===== config.mk =====
export PLATFORM = sky130hd
export DESIGN_NAME = fetch_stage
export DESIGN_NICKNAME = d
export VERILOG_FILES = /design/src/rtl/fetch_stage.sv
export SDC_FILE = /design/constraint.sdc
export NUM_CORES = 1
export LEC_CHECK = 0
export CORE_UTILIZATION = 50
export DETAILED_ROUTE_END_ITERATION = 10
export GPL_ROUTABILITY_DRIVEN = 0
export PLACE_DENSITY = 0.89
export SLEW_MARGIN = 20
export SYNTH_ARGS = -nofsm -noshare
export SYNTH_HDL_FRONTEND = slang
export SYNTH_SLANG_ARGS = --single-unit

===== constraint.sdc =====
create_clock -name clk -period 2.4 [get_ports clk]
set_input_delay 0.36 -clock clk [delete_from_list [all_inputs] [get_ports clk]]
set_output_delay 0.36 -clock clk [all_outputs]
set_load 0.1 [all_outputs]

===== src/rtl/fetch_stage.sv =====
// Instruction-fetch stage: PC, 2-entry fetch buffer feeding decode, redirect and HALT handling.
// Reads a combinational instruction memory; the fetched word is captured on the same edge.
module fetch_stage #(
  parameter int                    ADDR_WIDTH  = 16,
  parameter logic [ADDR_WIDTH-1:0] RESET_PC    = '0,
  parameter logic [4:0]            HALT_OPCODE = 5'b00000
) (
  input  logic                  clk,
  input  logic                  rst,
  output logic [ADDR_WIDTH-1:0] imem_addr,
  output logic                  imem_en,
  output logic                  imem_wr,
  input  logic [15:0]           imem_data,
  input  logic                  redirect_valid,
  input  logic [ADDR_WIDTH-1:0] redirect_pc,
  output logic [15:0]           instr_out,
  output logic [ADDR_WIDTH-1:0] pc_out,
  output logic [ADDR_WIDTH-1:0] pc_next_out,
  output logic                  valid_out,
  input  logic                  ready_in,
  output logic                  halted,
  output logic                  err
);

  typedef struct packed {
    logic [15:0]           instr;
    logic [ADDR_WIDTH-1:0] pc;
  } entry_t;

  entry_t [1:0]          fifo;
  entry_t                new_entry;
  logic [1:0]            count;
  logic [ADDR_WIDTH-1:0] pc;
  logic                  pop;
  logic                  fetch;

  assign valid_out = (count != 2'd0);
  assign pop       = valid_out & ready_in;
  // A full buffer can still fetch when the head leaves on the same edge.
  assign fetch     = !rst & !halted & !redirect_valid & ((count != 2'd2) | pop);
  assign new_entry = '{instr: imem_data, pc: pc};

  assign imem_en   = fetch;
  assign imem_addr = rst ? RESET_PC : pc;
  assign imem_wr   = 1'b0;

  // Outputs read as zero whenever the head is empty, matching the reset state.
  assign instr_out   = valid_out ? fifo[0].instr : 16'h0000;
  assign pc_out      = valid_out ? fifo[0].pc : '0;
  assign pc_next_out = valid_out ? fifo[0].pc + ADDR_WIDTH'(2) : '0;

  always_ff @(posedge clk) begin
    if (rst) begin
      pc     <= RESET_PC;
      count  <= 2'd0;
      fifo   <= '0;
      halted <= 1'b0;
      err    <= 1'b0;
    end else if (redirect_valid) begin
      count  <= 2'd0;
      pc     <= {redirect_pc[ADDR_WIDTH-1:1], 1'b0};
      halted <= 1'b0;
      if (redirect_pc[0]) err <= 1'b1;
    end else begin
      if (fetch) begin
        pc <= pc + ADDR_WIDTH'(2);
        if (imem_data[15:11] == HALT_OPCODE) halted <= 1'b1;
      end
      case ({fetch, pop})
        2'b10: begin
          if (count == 2'd0) fifo[0] <= new_entry;
          else               fifo[1] <= new_entry;
          count <= count + 2'd1;
        end
        2'b01: begin
          fifo[0] <= fifo[1];
          count   <= count - 2'd1;
        end
        2'b11: begin
          if (count == 2'd1) begin
            fifo[0] <= new_entry;
          end else begin
            fifo[0] <= fifo[1];
            fifo[1] <= new_entry;
          end
        end
        default: ;
      endcase
    end
  end

endmodule


==> results.yml <==
sta:
  max_freq_mhz: 421
  max_slew.worst_pin.slew_ns: 1.08
  final-setup-viol-count: 0
  finClkSkew_ns: 0.00854
  finalMaxSlewViolations: 0
  relSlewSlack_pct: 27.9
  rsz0062_at_grt: "true"
  hold_viol: 0
  min_period_ns: 2.37
  finalCritPeriodShare_pct: 98.9
logic_synthesis:
  ys_seq_elements: 81
  synth.distinct_cells: 53
  synth_flop_cell: "dfxtp_1"
  async_reset_ff_share_pct: 0
  ys_seq_area_share_pct: 38.7
  ys_warn_count: 0
  netlist_instances: 573
  synth-edff-count: 0
  avgSynthCellArea_um2: 7.32
  synth_area_mm2: 0.00419
setup_path:
  required_ns: 2.04
  cp_cell_sequence: "buf_4 > and2_1 > nand3_2 > or4_1 > nand2_2 > buf_12"
  worstPathMaxFanout: 4
  cp.arrival_ns: 2.01
  critPathSlowestCell: "or4_1"
  start_kind: "flip-flop"
  worst-setup-path-type: "flip-flop to primary output"
  critPathMaxStageDelay_ns: 0.51
  critPathCaptureType: "primary output"
hold_path:
  min_path_type: "flip-flop to flip-flop"
floorplanning:
  die_h_um: 93.6
  core_area_mm2: 0.00818
  start_util_pct: 51.3
  die_x_um: 93.6
  rows: 33
  io_pins: 105
  dieArea_mm2: 0.00875
global_routing:
  antenna_found_initial: 0
  grt_max_degree: 63
  first_global_vias: 4441
  grt.total_usage_pct: 31.1
  grt_pass1_wl_um: 21300
  grt.overflow.total: 0
routing:
  vias_per_cell: 6.06
  wirelength_um: 13400
  drt_iter0_drc: 525
  ant_nets: 0
  vias: 4694
  drc: 0
  dr.pass1.iters: 5
  wl_per_cell_um: 17.2
cts:
  cts_tree: "built"
  root_buffer: "clkbuf_8"
  htreeDepth: 3
  worstSkewPairLatency_ns: 0.36
  clk_pin_slew_worst_paths_ns: 0.08
  clock_path_buffers: 2
  cts.sinks: 81
  numCtsBuffers: 9
pwr:
  power.total_mw: 3.90
  peakVddDrop_mv: 0.336
  pwr_density_cell_mw_per_mm2: 623
  p_leak_nw: 2.25
cells_and_area:
  mostFrequentLayoutCells: "nand2_1 (137), dfxtp_1 (75), buf_12 (55)"
  nFillCells: 500
  area_growth_pct: 49.4
  drive_gt1_share_pct: 24.5
  finish.utilization_pct: 76.6
  fin_area_mm2: 0.00626
  final_common_cell: "nand2_1"
  final_nets: 706
  insertedDiodeCount: 0
placement:
  portBuffers: 100
  placed_area_mm2: 0.00598
  dp_hpwl_um: 8800
job:
  cap_violations: 0
outcome:
  outcome: "completed"
## area by class of cell
cell class / count / area (um2) / share of cell area, %
Multi-Input combinational cell: 430 / 2480 / 39.6
Timing Repair Buffer: 130 / 1750 / 27.9
Tap cell: 105 / 131 / 2.10
Sequential cell: 81 / 1630 / 26.1
Clock inverter: 7 / 95.1 / 1.52
Clock buffer: 9 / 124 / 1.98
Inverter: 13 / 52.6 / 0.839
## per-layer routing
layer	wire length [um]	part of all wire [%]	GRT usage, %
met5	0	0	0
met4	612	4.6	17.2
met3	1050	7.9	5.93
met2	6720	50	53.6
met1	4970	37	36.1
## worst max-delay path: cells and delay by family, from the launching register on
kind / cells / cell delay (ns)
DFF: 1 / 0.34
buffers and inverters: 2 / 0.30
and+or+nand+nor: 4 / 1.00
## kinds of logic after synthesis
group / share of synthesized area, %
and+or+nand+nor: 29.7
AOI/OAI and AO/OA: 19.7
DFF: 38.7
buffers and inverters: 6.42
xor gates and xnor gates: 2.30
muxes: 1.58
adders and majority gates: 1.49
other: 0.0895
## what timing repair did
action	CTS	global route
hold buffers	0	0
resized for setup	5	10
pin swaps	0	4
endpoints found under the setup margin	13	13
buffers inserted	0	2
## cell usage after synthesis, drive strengths merged (2+ instances only)
cell | number | area [um2]
o21ai | 36 | 180
ha | 5 | 62.6
nand2 | 138 | 518
nand2b | 3 | 18.8
or3 | 5 | 31.3
a211oi | 6 | 45.0
a21oi | 35 | 175
or4b | 2 | 20.0
o311a | 2 | 20.0
clkbuf | 45 | 170
nor3 | 12 | 60.1
nor3b | 2 | 15.0
nand4 | 6 | 37.5
dfxtp | 81 | 1620
a311oi | 6 | 52.6
and2 | 2 | 12.5
buf | 7 | 50.0
nand3 | 12 | 60.1
mux2 | 5 | 56.3
xnor2 | 7 | 61.3
nor2 | 34 | 128
a31oi | 34 | 213
a2111oi | 3 | 26.3
nor2b | 44 | 275
and3 | 2 | 12.5
or4 | 3 | 22.5
inv | 12 | 45.0
xor2 | 4 | 35.0
## flip-flops by register name, summed over array words and instances (netlist names)
name	flops
count	2
err	1
fifo	62
halted	1
pc	15
## final timing paths
path                endpoint  depth (start not counted)  slack [ns]  startpoint
max reg2reg         fifo[17]                          8        0.08    count[0]
min reg2reg         fifo[59]                          2        0.46    fifo[59]
min                 fifo[59]                          2        0.46    fifo[59]
max          pc_next_out[10]                          6        0.03     fifo[1]
## metrics by stage
step / hold slack (ns) / cells / TNS, ns / setup WS (ns)
global route: 0.490 / 775 / -0.263 / -0.0804
CTS: 0.458 / 773 / -0.00344 / -0.00344
detailed placement: 0.447 / 757 / -0.0685 / -0.0603
finish: 0.459 / 775 / 0 / 0.0270
floorplan: 0.437 / 576 / -13.54 / -0.430
global placement: 0.441 / 757 / -0.0121 / -0.0121
## report_power, final
part	internal [mW]	switching (mW)	leakage, nW
clock	0.585	0.519	0.109
sequential	1.43	0.0877	0.666
combinational	0.439	0.835	1.47
total	2.46	1.44	2.25
No activity file was read; power rests on OpenSTA's default activity.
